$ cat src/rtl/rx_pkg.sv
// Shared receiver constants: default code geometry, sync header and FSM encoding.
// Imported by the deserializer, its sync detector and the receiver wrapper.
package rx_pkg;

  localparam int RX_HADAMARD      = 16;
  localparam int RX_PAM_LEVEL_LOG = 2;
  localparam int RX_BIT_NUM       = $clog2(RX_HADAMARD) + RX_PAM_LEVEL_LOG;
  localparam int SYNC_LEN         = 4;

  // Header pattern; an all-zero word would alias the cleared window.
  localparam logic [SYNC_LEN-1:0] RX_SYNC_WORD = 4'b1011;

  localparam logic [0:0] ST_HUNT    = 1'b0;
  localparam logic [0:0] ST_COLLECT = 1'b1;

  function automatic int payload_bits(input int bit_num, input int hadamard);
    return bit_num * hadamard;
  endfunction

  function automatic int frame_bits(input int bit_num, input int hadamard);
    return payload_bits(bit_num, hadamard) + SYNC_LEN;
  endfunction

  localparam int RX_PAYLOAD = payload_bits(RX_BIT_NUM, RX_HADAMARD);
  localparam int RX_N       = frame_bits(RX_BIT_NUM, RX_HADAMARD);

endpackage

$ cat src/rtl/rx_frame_deserializer_sync_detector.sv
// Sliding-window sync header detector: flags the bit that completes the header,
// but only once enough real bits have arrived since the last clear.
module sync_detector
  import rx_pkg::*;
#(
  parameter logic [SYNC_LEN-1:0] SYNC_WORD = RX_SYNC_WORD
) (
  input  logic clk,
  input  logic reset,
  input  logic clear,
  input  logic shift_en,
  input  logic bit_in,
  output logic match
);

  localparam logic [2:0] FILL_FULL = 3'd4;
  localparam logic [2:0] FILL_MIN  = 3'd3;

  // The 4-bit window is {history, bit_in}; the oldest bit would leave on this
  // shift anyway, so only the three newest bits are stored.
  logic [SYNC_LEN-2:0] history;
  logic [2:0]          fill;

  assign match = shift_en && (fill >= FILL_MIN) && ({history, bit_in} == SYNC_WORD);

  always_ff @(posedge clk) begin
    if (reset || clear) begin
      history <= '0;
      fill    <= '0;
    end else if (shift_en) begin
      history <= {history[SYNC_LEN-3:0], bit_in};
      if (fill != FILL_FULL) begin
        fill <= fill + 3'd1;
      end
    end
  end

endmodule

$ cat src/rtl/rx_frame_deserializer.sv
// Serial-to-parallel frame front end: hunts for the sync header, collects the
// payload MSB-first and holds one finished frame behind a valid/ready handshake.
module rx_frame_deserializer
  import rx_pkg::*;
#(
  parameter int                  HADAMARD      = RX_HADAMARD,
  parameter int                  PAM_LEVEL_LOG = RX_PAM_LEVEL_LOG,
  parameter int                  BIT_NUM       = $clog2(HADAMARD) + PAM_LEVEL_LOG,
  parameter logic [SYNC_LEN-1:0] SYNC_WORD     = RX_SYNC_WORD,
  localparam int                 PAYLOAD       = payload_bits(BIT_NUM, HADAMARD),
  localparam int                 N             = frame_bits(BIT_NUM, HADAMARD)
) (
  input  logic         clk,
  input  logic         reset,
  input  logic         serial_in,
  input  logic         serial_valid,
  output logic [N-1:0] frame_data,
  output logic         frame_valid,
  input  logic         frame_ready,
  output logic         frame_overflow,
  output logic         hunting
);

  localparam int               CNT_W    = $clog2(PAYLOAD);
  localparam logic [CNT_W-1:0] CNT_LAST = CNT_W'(PAYLOAD - 1);

  logic [0:0]         state;
  logic [CNT_W-1:0]   bit_cnt;
  logic [PAYLOAD-1:0] payload;
  logic [PAYLOAD-1:0] payload_next;
  logic               hunt_shift;
  logic               collect_shift;
  logic               sync_match;
  logic               complete;

  assign hunt_shift    = serial_valid && (state == ST_HUNT);
  assign collect_shift = serial_valid && (state == ST_COLLECT);
  assign complete      = collect_shift && (bit_cnt == CNT_LAST);
  assign payload_next  = {payload[PAYLOAD-2:0], serial_in};

  sync_detector #(
    .SYNC_WORD (SYNC_WORD)
  ) u_sync (
    .clk      (clk),
    .reset    (reset),
    .clear    (complete),
    .shift_en (hunt_shift),
    .bit_in   (serial_in),
    .match    (sync_match)
  );

  // hunting is kept as its own flop so the status output is glitch-free.
  always_ff @(posedge clk) begin
    if (reset) begin
      state   <= ST_HUNT;
      hunting <= 1'b1;
      bit_cnt <= '0;
      payload <= '0;
    end else if (hunt_shift && sync_match) begin
      state   <= ST_COLLECT;
      hunting <= 1'b0;
      bit_cnt <= '0;
    end else if (collect_shift) begin
      payload <= payload_next;
      if (complete) begin
        state   <= ST_HUNT;
        hunting <= 1'b1;
        bit_cnt <= '0;
      end else begin
        bit_cnt <= bit_cnt + CNT_W'(1);
      end
    end
  end

  // A completing frame may replace the buffered one only if it is leaving
  // on this same edge; otherwise the new frame is dropped and flagged.
  always_ff @(posedge clk) begin
    if (reset) begin
      frame_data     <= '0;
      frame_valid    <= 1'b0;
      frame_overflow <= 1'b0;
    end else begin
      frame_overflow <= 1'b0;
      if (complete) begin
        if (!frame_valid || frame_ready) begin
          frame_data  <= {SYNC_WORD, payload_next};
          frame_valid <= 1'b1;
        end else begin
          frame_overflow <= 1'b1;
        end
      end else if (frame_valid && frame_ready) begin
        frame_valid <= 1'b0;
      end
    end
  end

endmodule

$ cat config.mk
export PLATFORM = sky130hd
export DESIGN_NAME = rx_frame_deserializer
export DESIGN_NICKNAME = d
export VERILOG_FILES = /design/src/rtl/rx_pkg.sv /design/src/rtl/rx_frame_deserializer_sync_detector.sv /design/src/rtl/rx_frame_deserializer.sv
export SDC_FILE = /design/constraint.sdc
export NUM_CORES = 1
export LEC_CHECK = 0
export CORE_MARGIN = 4
export CORE_UTILIZATION = 35
export CTS_CLUSTER_DIAMETER = 100
export DETAILED_ROUTE_END_ITERATION = 16
export PLACE_DENSITY = 0.66
export SYNTH_ARGS = -nofsm -noshare
export SYNTH_HDL_FRONTEND = slang
export SYNTH_SLANG_ARGS = --single-unit
$ cat constraint.sdc
create_clock -name clk -period 1.85 [get_ports clk]
set_input_delay 0.185 -clock clk [delete_from_list [all_inputs] [get_ports clk]]
set_output_delay 0.185 -clock clk [all_outputs]
set_load 0.05 [all_outputs]
==> results.sh <==
export IMPL_grt_usage_pct=16.4
export IMPL_cts_buffer_depth=3
export IMPL_yosys_area_top_type="dfxtp_1"
export IMPL_grt_pass1_wl_um=36900
export IMPL_irDropWorstVdd_mv=0.436
export IMPL_dp_cells=1314
export IMPL_place_gp_congestion=0.734
export IMPL_stdcell_count=1354
export IMPL_syn_area_per_cell_um2=8.51
export IMPL_crit_cells=1
export IMPL_worst_path_buf_inv=1
export IMPL_netlist_area_leader_share_pct=50.1
export IMPL_final_cell_area_um2=10600
export IMPL_cap_viol_max_count=0
export IMPL_clkSlewWorstSetupHoldPaths_ns=0.06
export IMPL_netlist_area_um2=8350
export IMPL_cts_buffers=23
export IMPL_cts_hold_buf=0
export IMPL_relSlewSlack_pct=42.9
export IMPL_area_growth_pct=27.1
export IMPL_die_y_um=162
export IMPL_drtIter0Drc=610
export IMPL_grt_overflow=0
export IMPL_diodes=0
export IMPL_worstHoldPathCells=2
export IMPL_cts_tree="done"
export IMPL_core_rowCount=56
export IMPL_fin_skew_ns=0.00665
export IMPL_nNetsFinal=1030
export IMPL_io_pins=108
export IMPL_critPathLaunchType="flop"
export IMPL_clk_latency_ns=0.50
export IMPL_antenna_found_initial=0
export IMPL_wl_per_cell_um=16.7
export IMPL_drive_above_1_share_pct=8.99
export IMPL_die_x_um=162
export IMPL_reg2reg_depth=5
export IMPL_hold_violations=0
export IMPL_end_kind="output port"
export IMPL_tightest_slew_ns=0.852
export IMPL_die_area_um2=26400
export IMPL_fin_setup_tns_ns=0
export IMPL_routed_wl_um=22600
export IMPL_synth_cells=981
export IMPL_max_stage_delay_ns=0.80
export IMPL_fin_crit_ns=1.82
export IMPL_floorplan_initialDensity_pct=35.6
export IMPL_fin_crit_sh_pct=98.2
export IMPL_status="finished, final reports clean"
export IMPL_grt_pass1_vias=7094
export IMPL_worstPathRequired_ns=1.66
export IMPL_place_area_um2=9770
export IMPL_cp_top_family="buffers and inverters"
export IMPL_fillCellCount=2308
export IMPL_critPathArrivalTime_ns=1.63
export IMPL_whs_ns=0.0536
export IMPL_vias=7537
export IMPL_cp_slowest_cell="clkdlybuf4s50_1"
export IMPL_synth_seq_cells=209
export IMPL_synth_cell_types=36
export IMPL_leakage_nw=4.19
export IMPL_yosysSeqAreaShare_pct=50.1
export IMPL_cts_sinks=209
export IMPL_synth_net_count=990
export IMPL_slew_violations=0
export IMPL_setup_viol=0
export IMPL_path_cells="clkdlybuf4s50_1"
export IMPL_vias_per_cell=5.57
export IMPL_ant_nets=0
export IMPL_drc=0
export IMPL_dr_pass1_iters=5
export IMPL_hold_path_class="primary input to flop"
export IMPL_yosys_top_cells_area="dfxtp_1, a21oi_1, o41ai_1"
export IMPL_yosysWarnings=0
export IMPL_ctsRootBufferMaster="clkbuf_16"
export IMPL_htreeDepth=1
export IMPL_io_buffers=106
export IMPL_power_density_nw_per_um2=875
export IMPL_grt_start_max_net_pins=59
export IMPL_rsz0062_at_grt="no"
export IMPL_dp_hpwl_um=12900
export IMPL_crit_type="flop to output port"
export IMPL_fmax_mhz=550
export IMPL_crit_fanout=2
export IMPL_core_area_um2=23500
## power by group
group | total [W] | internal, W | switching, W | leakage (nW)
registers | 0.00451 | 0.00451 | 0.00000525 | 1.68
logic | 0.000140 | 0.0000396 | 0.000100 | 2.13
clock network | 0.00463 | 0.00284 | 0.00179 | 0.382
total | 0.00929 | 0.00739 | 0.00190 | 4.19
## state kept, by name, summed over array words and instances, names as in the netlist
name / flops
bit_cnt: 7
frame_data: 97
frame_overflow: 1
frame_valid: 1
hunting: 1
payload: 95
state: 1
u_sync.fill: 3
u_sync.history: 3
## metrics by stage
| stage | power [W] | setup slack [ns] | utilization (%) |
|---|---|---|---|
| floorplan | 0.00470 | 0.205 | - |
| global route | 0.00959 | 0.00112 | 45.2 |
| global placement | 0.00475 | -0.108 | 41.6 |
| CTS | 0.00940 | 0.0000514 | 44.5 |
| finish | 0.00929 | 0.0324 | 45.2 |
| detailed placement | 0.00475 | -0.143 | 41.6 |
## synthesized netlist by cell type (all sizes together)
cell type,count
xnor2,1
nor2b,2
a211o,1
and2,2
and4b,1
mux2i,3
o21bai,1
o21ba,1
nand4b,1
a21o,1
dfxtp,209
nand4,98
nor3,3
nand2b,4
a21oi,196
nand2,196
nand3,4
a21boi,1
clkbuf,75
o41ai,96
ha,4
buf,51
inv,4
nor2,4
and4,1
o311ai,1
or3,4
a31oi,1
conb,1
o21ai,7
a211oi,7
## per-layer routing
| metal | track usage, % | up-vias | share of wire, % |
|---|---|---|---|
| met5 | 0 | - | 0 |
| li1 | - | 3689 | - |
| met4 | 3.77 | 0 | 1.9 |
| met1 | 23.3 | 3610 | 47 |
| met2 | 25.7 | 209 | 45 |
| met3 | 3.39 | 29 | 5.9 |
## cells by family after synthesis
logic type,count (synthesis),synth area share [%]
buf+inv,130,7.10
other cells,1,0.0449
mux,3,0.360
xor+xnor,1,0.105
compound gates,313,23.6
flops,209,50.1
fa+ha+maj,4,0.599
simple gates,320,18.1
## worst paths after layout
kind	startpoint	endpoint	slack, ns
setup / recovery	frame_data[30]$_SDFFE_PP0P_	frame_data[30]	0.03
hold / removal	reset	frame_data[3]$_SDFFE_PP0P_	0.05
setup reg to reg	bit_cnt[0]$_SDFFE_PP0P_	frame_data[16]$_SDFFE_PP0P_	0.10
hold reg to reg	frame_data[27]$_SDFFE_PP0P_	frame_data[27]$_SDFFE_PP0P_	0.45
## final cells by class
class	instances	area, um^2	area share [%]
clock inverters	9	120	1.13
inverters	4	15.0	0.141
clock buffers	30	642	6.05
repair buffers	140	1560	14.7
well taps	319	399	3.76
flip-flops and latches	209	4180	39.4
multi-input cells	643	3690	34.8
## what timing repair did
action | CTS | global route
resized for setup | 60 | 45
setup endpoints to repair | 60 | 86
setup buffers | 0 | 0
gates cloned | 0 | 1
## layout by cell type, fill, tap and decap left out, types with 5 or more instances in the layout
cell / instances
buf_12: 18
clkbuf_16: 23
dlymetal6s2s_1: 38
o41ai_1: 89
a211oi_1: 6
o41ai_2: 7
a21oi_1: 196
buf_4: 18
o21ai_0: 7
nand2_1: 195
clkdlybuf4s50_1: 5
nand4_1: 98
clkinv_2: 6
dlygate4sd2_1: 60
dfxtp_1: 209
(Power assumes the default switching activity.)
